==> src/rtl/instr_fetch.sv <==
// Fetch stage: owns the fetch PC, issues word-aligned instruction memory requests
// and buffers returned words for decode; a redirect flushes buffered and in-flight work.
//
// state | meaning
// IDLE  | first cycle after reset release, no requests issued
// RUN   | normal fetch
// FLUSH | stale responses from before a redirect are still outstanding
module instr_fetch #(
    parameter int                   AddrWidth   = 32,
    parameter int                   InstrWidth  = 32,
    parameter logic [AddrWidth-1:0] ResetVector = '0,
    parameter int                   FifoDepth   = 2
) (
    input  logic                  clk,
    input  logic                  reset,
    input  logic                  pcWriteEnable,
    input  logic [AddrWidth-1:0]  pcWriteData,
    output logic                  imemReqValid,
    input  logic                  imemReqReady,
    output logic [AddrWidth-1:0]  imemReqAddr,
    input  logic                  imemRespValid,
    input  logic [InstrWidth-1:0] imemRespData,
    output logic                  instrValid,
    input  logic                  instrReady,
    output logic [InstrWidth-1:0] instr,
    output logic [AddrWidth-1:0]  pcReadData
);
    localparam int CW = $clog2(FifoDepth + 1);
    localparam int PW = $clog2(FifoDepth);
    localparam logic [CW:0] DEPTH = FifoDepth[CW:0];

    typedef enum logic [1:0] {IDLE, RUN, FLUSH} state_t;

    state_t                state, state_nxt;
    logic [AddrWidth-1:0]  fetch_pc;
    logic [CW-1:0]         inflight, discard, discard_nxt, fifo_count;
    logic [CW:0]           used;
    logic                  pop, req_fire, keep;

    logic [AddrWidth-1:0]  pcq [FifoDepth];
    logic [PW-1:0]         pcq_wr, pcq_rd;
    logic [InstrWidth-1:0] fifo_instr [FifoDepth];
    logic [AddrWidth-1:0]  fifo_pc [FifoDepth];
    logic [PW-1:0]         fifo_wr, fifo_rd;
    logic [InstrWidth-1:0] last_instr;
    logic [AddrWidth-1:0]  last_pc;

    assign instrValid = (fifo_count != '0);
    assign pop        = instrValid && instrReady && !pcWriteEnable;
    // A slot freed by this cycle's pop counts as credit, so a 1-cycle memory streams back to back.
    assign used       = {1'b0, inflight} + {1'b0, fifo_count} - (CW+1)'(pop);

    assign imemReqValid = (state != IDLE) && !pcWriteEnable && (used < DEPTH);
    assign imemReqAddr  = fetch_pc;
    assign req_fire     = imemReqValid && imemReqReady;
    assign keep         = imemRespValid && !pcWriteEnable && (discard == '0);

    assign instr      = instrValid ? fifo_instr[fifo_rd] : last_instr;
    assign pcReadData = instrValid ? fifo_pc[fifo_rd]    : last_pc;

    always_comb begin
        state_nxt   = state;
        discard_nxt = discard;
        if (pcWriteEnable)
            discard_nxt = inflight - CW'(imemRespValid);
        else if (imemRespValid && (discard != '0))
            discard_nxt = discard - CW'(1);
        case (state)
            IDLE:       state_nxt = RUN;
            RUN, FLUSH: begin
                if (pcWriteEnable)
                    state_nxt = (discard_nxt != '0) ? FLUSH : RUN;
                else if (state == FLUSH && discard_nxt == '0)
                    state_nxt = RUN;
            end
            default:    state_nxt = IDLE;
        endcase
    end

    always_ff @(posedge clk or negedge reset) begin
        if (!reset) begin
            state      <= IDLE;
            discard    <= '0;
            fetch_pc   <= ResetVector;
            inflight   <= '0;
            pcq_wr     <= '0;
            pcq_rd     <= '0;
            fifo_wr    <= '0;
            fifo_rd    <= '0;
            fifo_count <= '0;
            last_instr <= '0;
            last_pc    <= '0;
        end else begin
            state    <= state_nxt;
            discard  <= discard_nxt;
            inflight <= inflight + CW'(req_fire) - CW'(imemRespValid);
            if (pcWriteEnable)
                fetch_pc <= pcWriteData & ~AddrWidth'(3);
            else if (req_fire)
                fetch_pc <= fetch_pc + AddrWidth'(4);
            // PC queue stays in lockstep with inflight; stale responses consume their entries.
            if (req_fire)
                pcq_wr <= pcq_wr + PW'(1);
            if (imemRespValid)
                pcq_rd <= pcq_rd + PW'(1);
            if (instrValid) begin
                last_instr <= fifo_instr[fifo_rd];
                last_pc    <= fifo_pc[fifo_rd];
            end
            if (pcWriteEnable) begin
                fifo_wr    <= '0;
                fifo_rd    <= '0;
                fifo_count <= '0;
            end else begin
                if (keep)
                    fifo_wr <= fifo_wr + PW'(1);
                if (pop)
                    fifo_rd <= fifo_rd + PW'(1);
                fifo_count <= fifo_count + CW'(keep) - CW'(pop);
            end
        end
    end

    always_ff @(posedge clk) begin
        if (req_fire)
            pcq[pcq_wr] <= fetch_pc;
        if (keep) begin
            fifo_instr[fifo_wr] <= imemRespData;
            fifo_pc[fifo_wr]    <= pcq[pcq_rd];
        end
    end
endmodule

==> config.mk <==
export PLATFORM = sky130hd
export DESIGN_NAME = instr_fetch
export DESIGN_NICKNAME = d
export VERILOG_FILES = /design/src/rtl/instr_fetch.sv
export SDC_FILE = /design/constraint.sdc
export NUM_CORES = 1
export LEC_CHECK = 0
export ABC_AREA = 1
export BUFFER_PORTS_ARGS = -buffer_cell sky130_fd_sc_hd__buf_4
export CAP_MARGIN = 20
export CORE_UTILIZATION = 35
export CTS_BUF_LIST = sky130_fd_sc_hd__clkbuf_4 sky130_fd_sc_hd__clkbuf_8
export DETAILED_ROUTE_END_ITERATION = 8
export GPL_TIMING_DRIVEN = 0
export PLACE_DENSITY = 0.62
export SLEW_MARGIN = 0
export SYNTH_ARGS = -nofsm -noshare
export SYNTH_HDL_FRONTEND = slang
export SYNTH_SLANG_ARGS = --single-unit
==> constraint.sdc <==
create_clock -name clk -period 4.72 [get_ports clk]
set_input_delay 0.236 -clock clk [delete_from_list [all_inputs] [get_ports clk]]
set_output_delay 0.236 -clock clk [all_outputs]
set_load 0.05 [all_outputs]
==> impl.org, run 1 <==
** Synth
- Dividing the synthesized area by the synthesized cell count gives 11.54 um2.
- For this run, the number of Yosys warnings is 0.
- Syn Std Cell Area :: around 0.012 mm2
- Yosys attributes the largest share of cell area to edfxtp_1 47%, dfrtp_1 22%, nand2_1 7.7%.
- Counting flops and latches in the post-synthesis netlist gives 290.
- The share of the Yosys chip area taken by registers is 0.6935.
- The biggest area contributor in the post-synthesis netlist is edfxtp_1.
- Synthesis produced a netlist whose cell count is 1022.
- Yosys mapped the design onto 36 distinct sky130hd cell types.
- Share of the synthesized area in the top cell type :: 0.4686

** Cells and area
- Fraction of final layout cells sized beyond drive strength 1 :: 0.2454
- Summing all flip-flop and latch instances after layout gives between 0.008 and 0.009 mm2.
- Total area of multi-input combinational cells :: 0.003204 mm2
- Nets@finish :: 1387
- Final design utilization :: 0.4684
- Non-filler instance count after layout :: 1787
- Signed area change from the synthesized netlist to the final layout :: 30.57%
- Fill cell count :: 3038
- 0 antenna diodes ended up in the layout.

** STA
- Clock skew on the completed layout was measured at 0.02392 ns.
- The routed design could run at a clock period as short as between 4 and 5 ns.
- Dividing the final minimum period by the clock period gives 0.8867.
- Setup repair after global routing left no endpoint under its margin.
- The number of pins exceeding their max-slew limit in the final report came to 0.
- Setup violations remaining at the end of the flow were counted as 0.
- For this run, the top clock speed supported by timing is 238.9 MHz.
- For the pin with the worst max-slew slack, the measured transition is roughly 0.89 ns.
- Remaining max-slew budget at the tightest pin :: 0.4053
- In the post-route analysis, the smallest setup slack over all paths is 0.5350 ns.
- Hold Vio Cnt, Final :: 0

** Route
- Wires add up to 29030 um.
- Count of TritonRoute iterations in the first routing pass :: 5
- For this block, the initial DRC count from the detailed router was 356.
- Vias per cell :: 4.642
- After detailed routing, the average wire length per cell comes to 16.25 um.
- The detail route stage leaves a number of antenna-violating nets equal to 0.
- After detailed routing, the number of remaining DRC violations is 0.
- Vias :: 8296

** Critical path
- Crit-path max cell delay :: approximately 0.70 ns
- Startpoint types :: flop
- Along the worst path, the maximum fanout reaches 30.
- Kind of critical path :: flop to flop
- WP data arrival :: 4.35 ns
- RR Endpoint :: pcq[0][17]
- The number of buffers and inverters on the critical path is 4.
- R2R setup slack :: 0.53 ns
- Type of destination of the critical path :: flop
- Data on the critical path is required at its endpoint by 4.88 ns.
- Crit-path cells :: nor2_2 -> inv_1 -> buf_2 -> nand2_1 -> nor2_1 -> ha_1 -> inv_1 -> nand2_1 -> fa_1 -> nand2_2 -> nor2_4 -> nand3_4 -> buf_2 -> nor2_4
- For the worst flop-to-flop path, the logic depth is 14.
- Broken down by cell family, the worst path's largest delay share belongs to simple AND/OR/NAND/NOR gates.
- Cell with the largest stage delay on the worst path :: nor2_4
- The startpoint identified for the worst register-to-register timing path is fifo_count[1].

** Die
- After floorplanning, the core was sized to cover 0.03287 mm2.
- Die ar. :: 0.03443 mm2
- The initial utilization of the core area, before any placement, comes to 0.3588.
- Pin placement for this block handled 168 I/O pins.
- Horiz. Die Dim :: ~190 um
- Standard-cell rows :: 66
- Measured along the y axis, the die boundary spans approximately 190 um.

** Placement
- Worst slack at placement :: 0.4095 ns
- Number of cells in the design after placement :: 1633
- The HPWL after detailed placement is 19280 um.
- RePlAce Congestion :: 0.8773
- Buffers placed on the I/O ports in this run total 163.

** GRT
- The number of global-route vias before repair came to 8409.
- Maximum number of pins on one net before global-route repair :: 76
- The initial antenna violation count was 0.
- All-layer global routing usage :: 0.1701
- Total grt overflow :: 0
- The first global-routing pass estimated about 45000 um of wire.

** Worst hold path
- End point of the most critical hold path :: imemReqAddr[29]
- Type of the tightest min-delay check :: input port to flop
- Worst hold path cell count :: 5
- Source of the worst hold timing path :: pcWriteData[29]

** Pwr
- Across the VDD grid, the largest voltage drop is 287.8 uV.
- Summed over all cells, the static leakage comes to 6.401 nW.
- Total power divided by cell area :: 626.7 mW/mm2

** Clock network
- Clock transition at the register clock pins on the worst setup and hold paths after CTS :: 0.06 ns
- H-tree levels :: 2
- In this run the deepest clock path goes through 3 buffers.
- After clock tree synthesis, the setup repair step added 0 buffers.
- CTS saw 290 sinks.
- CTS tree :: done
- Number of clock buffers inserted by TritonCTS :: 48
- Worst-Skew Late Latency :: 0.56 ns
- The cell sitting at the root of the clock tree is a clkbuf_8.

** Job
- Across the run, the number of max-cap violations was 0.

** Run status
- Status :: finished, final reports clean
## cells in the mapped netlist (all sizes together)
| library cell | number |
|---|---|
| xor2 | 14 |
| nor2 | 123 |
| clkbuf | 20 |
| fa | 1 |
| inv | 67 |
| nand2 | 246 |
| or2 | 1 |
| ha | 11 |
| mux2 | 30 |
| nor3 | 2 |
| dfrtp | 106 |
| xnor2 | 6 |
| o21ai | 12 |
| conb | 1 |
| or3 | 1 |
| o21bai | 3 |
| nand3b | 1 |
| edfxtp | 184 |
| nand3 | 38 |
| a21oi | 126 |
| buf | 20 |
| o211ai | 9 |
## worst max path at each step
stage,cells after the start,slack (ns),from,to
3_3_place_gp,6,-1.11,discard[0],fifo_instr[0][6]
6_report,14,0.53,fifo_count[1],pcq[0][17]
2_1_floorplan,14,0.69,fifo_count[1],pcq[0][10]
5_1_grt,14,0.12,fifo_count[1],pcq[0][24]
3_5_place_dp,14,0.41,fifo_count[1],pcq[0][29]
4_1_cts,14,0.36,fifo_count[1],pcq[0][24]
## state kept, by name (all words and copies together), names as in the netlist, 2 cells and up
signal and cells:
fifo_pc 60, fifo_instr 64, discard 2, pcq 60
inflight 2, fifo_count 2, last_instr 32, state 2
last_pc 32, imemReqAddr 30
## metrics by stage
step | area, um2 | TNS (ns) | hold WS, ns | power, W
2_1_floorplan | 11800 | 0 | -0.05959 | 0.006132
3_3_place_gp | 13570 | -177.59 | 0.4217 | 0.007287
3_5_place_dp | 13710 | 0 | 0.1569 | 0.007354
4_1_cts | 15400 | 0 | 0.0005708 | 0.009774
5_1_grt | 15400 | 0 | 0.05226 | 0.01018
6_report | 15400 | 0 | 0.05277 | 0.009648
## worst reg2reg max path, stage by stage (launching register included)
cell and delay (ns):
dfrtp_1 0.42, nor2_2 0.49, inv_1 0.14, buf_2 0.24
nand2_1 0.18, nor2_1 0.07, ha_1 0.29, inv_1 0.08
nand2_1 0.06, fa_1 0.51, nand2_2 0.08, nor2_4 0.12
nand3_4 0.15, buf_2 0.25, nor2_4 0.70
## cell usage in the layout (no fill, tap or decap), types with 5 or more instances in the layout
master           n
a21oi_1        126
buf_2           13
buf_4          164
clkbuf_1        20
clkbuf_4        19
clkbuf_8        56
clkinv_1         5
dfrtp_1        106
dlygate4sd3_1   64
edfxtp_1       184
ha_1            11
inv_1           62
mux2_2          30
nand2_1        242
nand3_1         36
nor2_1         107
nor2_2           6
nor2_4          10
o211ai_1         9
o21ai_0          8
xnor2_1          6
xor2_1          13
## area by class of cell
cell class / count / area share
Tap cell: 442 / 0.03592
Buffer: 40 / 0.01227
Timing Repair Buffer: 232 / 0.1283
Sequential cell: 290 / 0.5312
Clock inverter: 15 / 0.008371
Multi-Input combinational cell: 626 / 0.2081
Clock buffer: 75 / 0.05933
Inverter: 67 / 0.01650
## kinds of logic (layout without fill, tap and decap cells)
group | count (synthesis) | in the layout | share of synthesized area
mux | 30 | 30 | 0.02865
fa+ha+maj | 12 | 12 | 0.01337
xor+xnor | 20 | 20 | 0.01549
flops | 290 | 290 | 0.6935
simple gates | 412 | 412 | 0.1448
other cells | 1 | 2 | 0.0003180
compound gates | 150 | 150 | 0.06621
buf+inv | 107 | 429 | 0.03756
## power breakdown
group          total [W]  internal, W  switching, W
Sequential       0.00351      0.00325      0.000261
Clock            0.00232      0.00134      0.000981
Combinational    0.00381      0.00112       0.00270
Total            0.00965      0.00571       0.00394
## metal layers
metal	vias up	share of wire	global-route usage	routed length [um]
met3	54	0.048	0.03228	1387
met2	235	0.48	0.2845	13810
met4	0	0.028	0.06820	813
li1	4011	-	-	-
met5	-	0	0	0
met1	3996	0.45	0.2169	13020
## timing repair
action                    in CTS  in global routing
hold endpoints to repair     182                  0
gates resized for setup        0                  0
hold buffers                  64                  0
(Power assumes the default switching activity.)
==> run 2, diff against run 1 <==
--- a/config.mk
+++ b/config.mk
@@ -8,6 +8,8 @@
 export ABC_AREA = 1
 export BUFFER_PORTS_ARGS = -buffer_cell sky130_fd_sc_hd__buf_4
 export CAP_MARGIN = 20
+export CORE_ASPECT_RATIO = 0.8
+export CORE_MARGIN = 4
 export CORE_UTILIZATION = 35
 export CTS_BUF_LIST = sky130_fd_sc_hd__clkbuf_4 sky130_fd_sc_hd__clkbuf_8
 export DETAILED_ROUTE_END_ITERATION = 8
==> run 2 against run 1 <==
Worst setup slack got worse by 0.019 ns. Total power increased by 0.59%. Core utilization decreased by 0.068 points. Sequential share of layout area increased by 0.10 points. Via count increased by 0.46%. First-iteration DRC count increased by 49%. Design area decreased by 0.19%. Non-clock buffer count unchanged. Critical endpoint is now pcq[0][27]. Highest routed layer unchanged.
==> impl.org, run 2 (synthesized netlist as in run 1, its figures left out) <==
** Cells and area
- The most common library cell in the layout ignoring fill and taps is nand2_1 (unchanged).
- The register containing the most flip-flops in the final layout was fifo_instr (unchanged).
- Leading registers by flop count: fifo_instr (64), fifo_pc (60), pcq (60) (unchanged).
- Max reg flops :: 64 (unchanged)
- Nets@finish :: 1385 (was 1387)
- Non-filler instance count after layout :: 1767 (was 1787)
- Commonest cells after routing, fill and taps aside: 242 x nand2_1, 184 x edfxtp_1, 164 x buf_4, 126 x a21oi_1, 107 x nor2_1 (unchanged).
- The ratio of cells with drive above 1 in the final layout is 0.2405 (was 0.2454).
- The layout-stage area growth over the synthesis result was 30.32% (was 30.57%).
- The final core area utilization came to 0.4678 (was 0.4684).

** STA
- The headroom to the max-slew limit is 0.4293 (was 0.4053).
- Fmax :: 237.9 MHz (was 238.9 MHz)
- Hold Vio Cnt, Final :: 0 (unchanged)
- The smallest hold slack came to 0.05812 ns (was 0.05277 ns).
- The final critical-path share of the clock period was 0.8907 (was 0.8867).
- The final critical-path required period came to 4.204 ns (was 4.185 ns).
- Max Clock Skew :: 0.03147 ns (was 0.02392 ns)
- Number of pins with negative max-slew slack in the final report :: 0 (unchanged)
- RSZ-0062 raised after global routing :: false (unchanged)
- Measured slew at the worst slew-check pin :: 0.8540 ns (was 0.8899 ns)
- Final setup violating endpoints :: 0 (unchanged)

** Die
- Core box area :: 0.03285 mm2 (was 0.03287 mm2)
- Count of pins on the block boundary :: 168 (unchanged)
- Die height :: 172.2 um (was 185.5 um)
- The die outline area is 0.03671 mm2 (was 0.03443 mm2).
- The initial cell density of the core was 0.3589 (was 0.3588).
- The number of rows in the core area is 59 (was 66).
- The width of the die came to 213.2 um (was 185.5 um).

** Clock network
- The post-cts sizing count was 0 (unchanged).
- Clk sink count :: 290 (unchanged)
- CTS tree :: done (unchanged)
- The clock root buffer is clkbuf_8 (unchanged).
- The total clock buffers created by CTS was 46 (was 48).
- The number of H-tree levels was 2 (unchanged).
- The insertion delay of the later-clocked pin in the worst-skew pair came to 0.56 ns (about the same).
- Clock transition at the register clock pins on the worst setup and hold paths after CTS :: 0.06 ns (about the same)
- Deepest clock path buffer count :: 3 (unchanged)

** Route
- The final routed wire length divided by cell count is 16.69 um (was 16.25 um).
- The detail-routed via count per cell is 4.716 (was 4.642).
- The count of unresolved DRC violations after routing was 0 (unchanged).
- Count of TritonRoute iterations in the first routing pass :: 5 (unchanged)
- Vias :: 8334 (was 8296)
- Number of design-rule violations left by the first detailed-router iteration :: 531 (was 356)
- Final Routed Wirelength :: 29490 um (was 29030 um)
- The number of nets still failing antenna checks after routing was 0 (unchanged).

** Placement
- The post-placement cell count came to 1618 (was 1633).
- The global placer's final weighted congestion came to 0.9194 (was 0.8773).
- The total half-perimeter wirelength after legalization and detailed placement came to 19760 um (was 19280 um).
- Number of buffer cells added on primary ports :: 163 (unchanged)

** Critical path
- The required time of the critical path is 4.90 ns (was 4.88 ns).
- Kind of critical path :: flop to flop (unchanged)
- The sort of element at the start of the critical path is a flop (unchanged).
- The maximum fanout along the worst path is 30 (unchanged).
- The endpoint arrival time on the critical path was 4.38 ns (was 4.35 ns).
- The reg-to-reg setup timing slack is 0.52 ns (was 0.53 ns).
- Type of destination of the critical path :: flop (unchanged)

** GRT
- The initial antenna violation count was 1 (was 0).
- Via count of the first global-routing pass :: 8341 (was 8409)
- The total congestion overflow was 0 (unchanged).
- All-layer global routing usage :: 0.1614 (was 0.1701)
- Maximum number of pins on one net before global-route repair :: 83 (was 76)
- Wire length of the first global-routing pass :: 46020 um (was 44860 um)

** Pwr
- Max IR drop VDD :: 263.1 uV (was 287.8 uV)
- The power density over cell area came to 631.6 mW/mm2 (was 626.7 mW/mm2).
- Static power due to leakage :: 6.399 nW (was 6.401 nW)
- Total design power :: 0.009706 W (was 0.009648 W)

** Run status
- Status :: finished, final reports clean (unchanged)

** Worst hold path
- The class of the tightest hold or removal check is input port to flop (unchanged).

** Job
- The number of max-cap violations came to 0 (unchanged).
-- run 2: cell types whose count changed in the layout (fill, tap and decap cells not counted), sizes merged --
| cell | previous run | this run |
|---|---|---|
| clkbuf | 95 | 85 |
| clkinv | 9 | 13 |
| bufinv | 2 | 5 |
| clkinvlp | 4 | 1 |
| diode | 0 | 1 |
-- run 2: stage by stage --
step | area, um2 | setup WS, ns | TNS, ns
2_1_floorplan | 11800 | 0.6865 | 0
3_3_place_gp | 13550 | -0.9597 | -150.37
3_5_place_dp | 13700 | 0.3812 | 0
4_1_cts | 15360 | 0.3594 | 0
5_1_grt | 15370 | 0.1570 | 0
6_report | 15370 | 0.5161 | 0
-- run 2: area by class of cell --
type	instances	area, um2
Timing Repair Buffer	232	1983
Clock buffer	65	807.0
Clock inverter	19	214.0
Tap cell	427	534.3
Inverter	67	254.0
Fill cell	3035	17480
Buffer	40	188.9
Multi-Input combinational cell	626	3204
Sequential cell	290	8178
Antenna cell	1	2.502
-- run 2: power breakdown --
group,total (W),switching (W),leakage (nW),internal [W]
logic,0.00383,0.00271,2.97,0.00112
registers,0.00351,0.000265,2.89,0.00325
clock network,0.00236,0.000985,0.536,0.00138
total,0.00971,0.00396,6.40,0.00574
-- run 2: worst paths after layout --
| kind | startpoint | depth (start not counted) | to |
|---|---|---|---|
| setup / recovery | fifo_count[1] | 13 | pcq[0][27] |
| hold / removal | pcWriteData[25] | 5 | imemReqAddr[25] |
| setup reg to reg | fifo_count[1] | 13 | pcq[0][27] |
| hold reg to reg | last_pc[0] | 2 | last_pc[0] |
| max in group asynchronous | reset | 3 | imemReqAddr[25] |
| min in group asynchronous | reset | 2 | last_instr[25] |
-- run 2: repair_timing --
action                    4_1_cts  5_1_grt
hold endpoints to repair      201        0
hold buffers                   64        0
buffers inserted                0        0
-- run 2: critical path: stages, from the launching register on --
cell,delay (ns)
dfrtp_1,0.42
nor2_2,0.49
inv_1,0.18
buf_2,0.25
nand2_1,0.21
nor2_1,0.07
ha_1,0.29
inv_1,0.07
nand2_1,0.06
fa_1,0.41
xor2_2,0.24
nand3_4,0.17
buf_2,0.26
nor2_4,0.67
-- run 2: layer usage --
metal / up-vias / GRT usage / part of all wire
met3: 50 / 0.03809 / 0.072
li1: 4010 / - / -
met1: 3985 / 0.2317 / 0.48
met4: 0 / 0.04924 / 0.022
met2: 289 / 0.2457 / 0.43
met5: - / 0 / 0
==> run 3, diff against run 2 <==
--- a/config.mk
+++ b/config.mk
@@ -11,7 +11,7 @@
 export CORE_ASPECT_RATIO = 0.8
 export CORE_MARGIN = 4
 export CORE_UTILIZATION = 35
-export CTS_BUF_LIST = sky130_fd_sc_hd__clkbuf_4 sky130_fd_sc_hd__clkbuf_8
+export CTS_BUF_LIST = sky130_fd_sc_hd__clkbuf_8 sky130_fd_sc_hd__clkbuf_16
 export DETAILED_ROUTE_END_ITERATION = 8
 export GPL_TIMING_DRIVEN = 0
 export PLACE_DENSITY = 0.62
==> run 3 against run 2 <==
Worst setup slack better by 0.016 ns. Highest routed layer unchanged. Non-clock buffer count down 4. Clock power down 9.7%. Core utilization down 0.57 points. Sequential power about the same. Critical endpoint is now pcq[1][23].
==> impl.org, run 3 (synthesized netlist as in run 1, its figures left out) <==
** Run status
- Status: finished, final reports clean (unchanged).

** Cells and area
- The layout-stage area growth over the synthesis result was 28.72% (was 30.32%).
- Leading registers by flop count :: fifo_instr (64), fifo_pc (60), pcq (60) (unchanged)
- Fraction of final layout cells sized beyond drive strength 1 :: 0.2178 (was 0.2405)
- The number of flip-flops under the largest register name came to 64 (unchanged).
- Nets@finish :: 1364 (was 1385)
- Antenna cells :: 0 (was 1)
- Commonest non-fill, non-tap cell in the layout :: nand2_1 (unchanged)
- Commonest cells after routing, fill and taps aside :: 242 x nand2_1, 184 x edfxtp_1, 164 x buf_4, 126 x a21oi_1, 107 x nor2_1 (unchanged)
- Top register by number of flip-flops :: fifo_instr (unchanged)

** Die
- The initial cell density of the core came to 0.3589 (unchanged).
- The die outline area came to 0.03671 mm2 (unchanged).
- The width of the die is 213.2 um (unchanged).
- The vertical die dimension came to 172.2 um (unchanged).
- The number of placed I/O pins came to 168 (unchanged).
- The number of rows in the core area is 59 (unchanged).
- Core box area :: 0.03285 mm2 (unchanged)

** STA
- The upper clock frequency limit was 238.8 MHz (was 237.9 MHz).
- Measured slew at the worst slew-check pin :: 0.8573 ns (was 0.8540 ns)
- The headroom to the max-slew limit is 0.4271 (was 0.4293).
- Number of pins with negative max-slew slack in the final report :: 0 (unchanged)
- RSZ-0062 raised after global routing: false (unchanged).
- Hold_ws :: 0.03923 ns (was 0.05812 ns)
- The final critical-path share of the clock period came to 0.8873 (was 0.8907).
- Max Clock Skew :: 0.006639 ns (was 0.03147 ns)
- Post-route minimum period :: 4.188 ns (was 4.204 ns)
- The count of final hold-check violations is 0 (unchanged).
- Final setup violating endpoints :: 0 (unchanged)

** Clock network
- Clk sink count :: 290 (unchanged)
- CTS tree :: done (unchanged)
- Hold buffers post-CTS :: 60 (was 64)
- Postcts setup bufs :: 0 (unchanged)
- Number of clock buffers inserted by TritonCTS :: 29 (was 46)
- The clock slew at the register clock pins of the worst setup and hold paths came to 0.06 ns (about the same).
- The clock root buffer was clkbuf_16 (was clkbuf_8).
- The insertion delay of the later-clocked pin in the worst-skew pair came to 0.55 ns (was 0.56 ns).
- Resize count post-CTS :: 0 (unchanged)
- Deepest clock path buffer count :: 3 (unchanged)
- H-tree levels :: 1 (was 2)

** Route
- The final routed wirelength across all metal layers is 28990 um (was 29490 um).
- Vias per cell :: 4.698 (was 4.716)
- The number of nets still failing antenna checks after routing came to 0 (unchanged).
- Count of TritonRoute iterations in the first routing pass :: 5 (unchanged)
- The vias after detailed routing came to 8133 (was 8334).
- The final routed wire length divided by cell count came to 16.75 um (was 16.69 um).
- Number of remaining DRC errors :: 0 (unchanged)
- Number of design-rule violations left by the first detailed-router iteration :: 580 (was 531)

** Critical path
- The sort of element at the start of the critical path is a flop (unchanged).
- The maximum fanout along the worst path is 30 (unchanged).
- Kind of critical path :: flop to flop (unchanged)
- The endpoint class of the critical path is a flop (unchanged).
- The endpoint arrival time on the critical path was 4.36 ns (was 4.38 ns).
- Required time worst endpoint :: 4.89 ns (was 4.90 ns)

** Pwr
- Static power due to leakage :: 6.311 nW (was 6.399 nW)
- The peak supply drop is 285.9 uV (was 263.1 uV).
- Total design power :: 0.009465 W (was 0.009706 W)
- Total power divided by cell area :: 623.6 mW/mm2 (was 631.6 mW/mm2)

** Placement
- Hpwl dp :: 19760 um (unchanged)
- The global placer's final weighted congestion is 0.9194 (unchanged).
- Number of buffer cells added on primary ports :: 163 (unchanged)

** Job
- The number of max-cap violations came to 0 (unchanged).

** GRT
- The number of global-route vias before repair is 8153 (was 8341).
- Wire length of the first global-routing pass :: 45410 um (was 46020 um)
- The initial antenna violation count was 0 (was 1).
- Maximum number of pins on one net before global-route repair :: 83 (unchanged)
- The total congestion overflow came to 0 (unchanged).
- All-layer global routing usage :: 0.1577 (was 0.1614)

** Worst hold path
- Type of the tightest min-delay check :: input port to flop (unchanged)
-- run 3: cell types whose count changed in the layout (fill, tap and decap cells not counted), moves of 3 or more --
cell,change
dlygate4sd3_1,-4
clkbuf_16,+29
inv_1,+10
bufinv_16,-4
clkbuf_4,-14
clkbuf_8,-49
clkinv_1,-3
-- run 3: path summary, 6_finish.rpt --
path	to	startpoint	depth (start not counted)	slack (ns)
setup / recovery	pcq[1][23]	fifo_count[1]	13	0.53
hold / removal	imemReqAddr[29]	pcWriteData[29]	5	0.04
setup reg to reg	pcq[1][23]	fifo_count[1]	13	0.53
hold reg to reg	last_pc[1]	last_pc[1]	2	0.49
max in group asynchronous	imemReqAddr[28]	reset	3	3.85
min in group asynchronous	last_instr[25]	reset	2	0.13
-- run 3: power by group --
| group | internal, W | switching, W |
|---|---|---|
| registers | 0.00325 | 0.000264 |
| logic | 0.00112 | 0.00271 |
| clock network | 0.00119 | 0.000934 |
| total | 0.00556 | 0.00391 |
-- run 3: stage by stage --
stage	cells	setup WS [ns]	TNS (ns)	utilization	area, um2
CTS	1731	0.3740	0	0.4620	15180
global placement	1613	-0.9597	-150.37	0.4126	13550
floorplan	1023	0.6865	0	-	11800
finish	1731	0.5317	0	0.4620	15180
global route	1731	0.1649	0	0.4620	15180
detailed placement	1618	0.3812	0	0.4171	13700
-- run 3: worst max-delay path, cell delays in order, from the launching register on --
cell     delay [ns]
dfrtp_1        0.42
nor2_2         0.49
inv_1          0.18
buf_2          0.25
nand2_1        0.20
nor2_1         0.07
ha_1           0.29
inv_1          0.07
nand2_1        0.06
fa_1           0.41
xor2_2         0.25
nand3_4        0.17
buf_2          0.26
nor2_4         0.68
-- run 3: area by class of cell --
class                           instances  area, um2
Buffer                                 40      188.9
Tap cell                              427      534.3
Sequential cell                       290       8178
Multi-Input combinational cell        626       3204
Clock inverter                         22      122.6
Fill cell                            3018      17670
Clock buffer                           31      753.2
Inverter                               67      254.0
Timing Repair Buffer                  228       1943
-- run 3: metal layers --
layer | GRT usage | up-vias | wire length, um
li1 | - | 3959 | -
met3 | 0.03410 | 41 | 2016
met2 | 0.2435 | 264 | 12480
met4 | 0.03115 | 0 | 633
met5 | 0 | - | 0
met1 | 0.2329 | 3869 | 13860
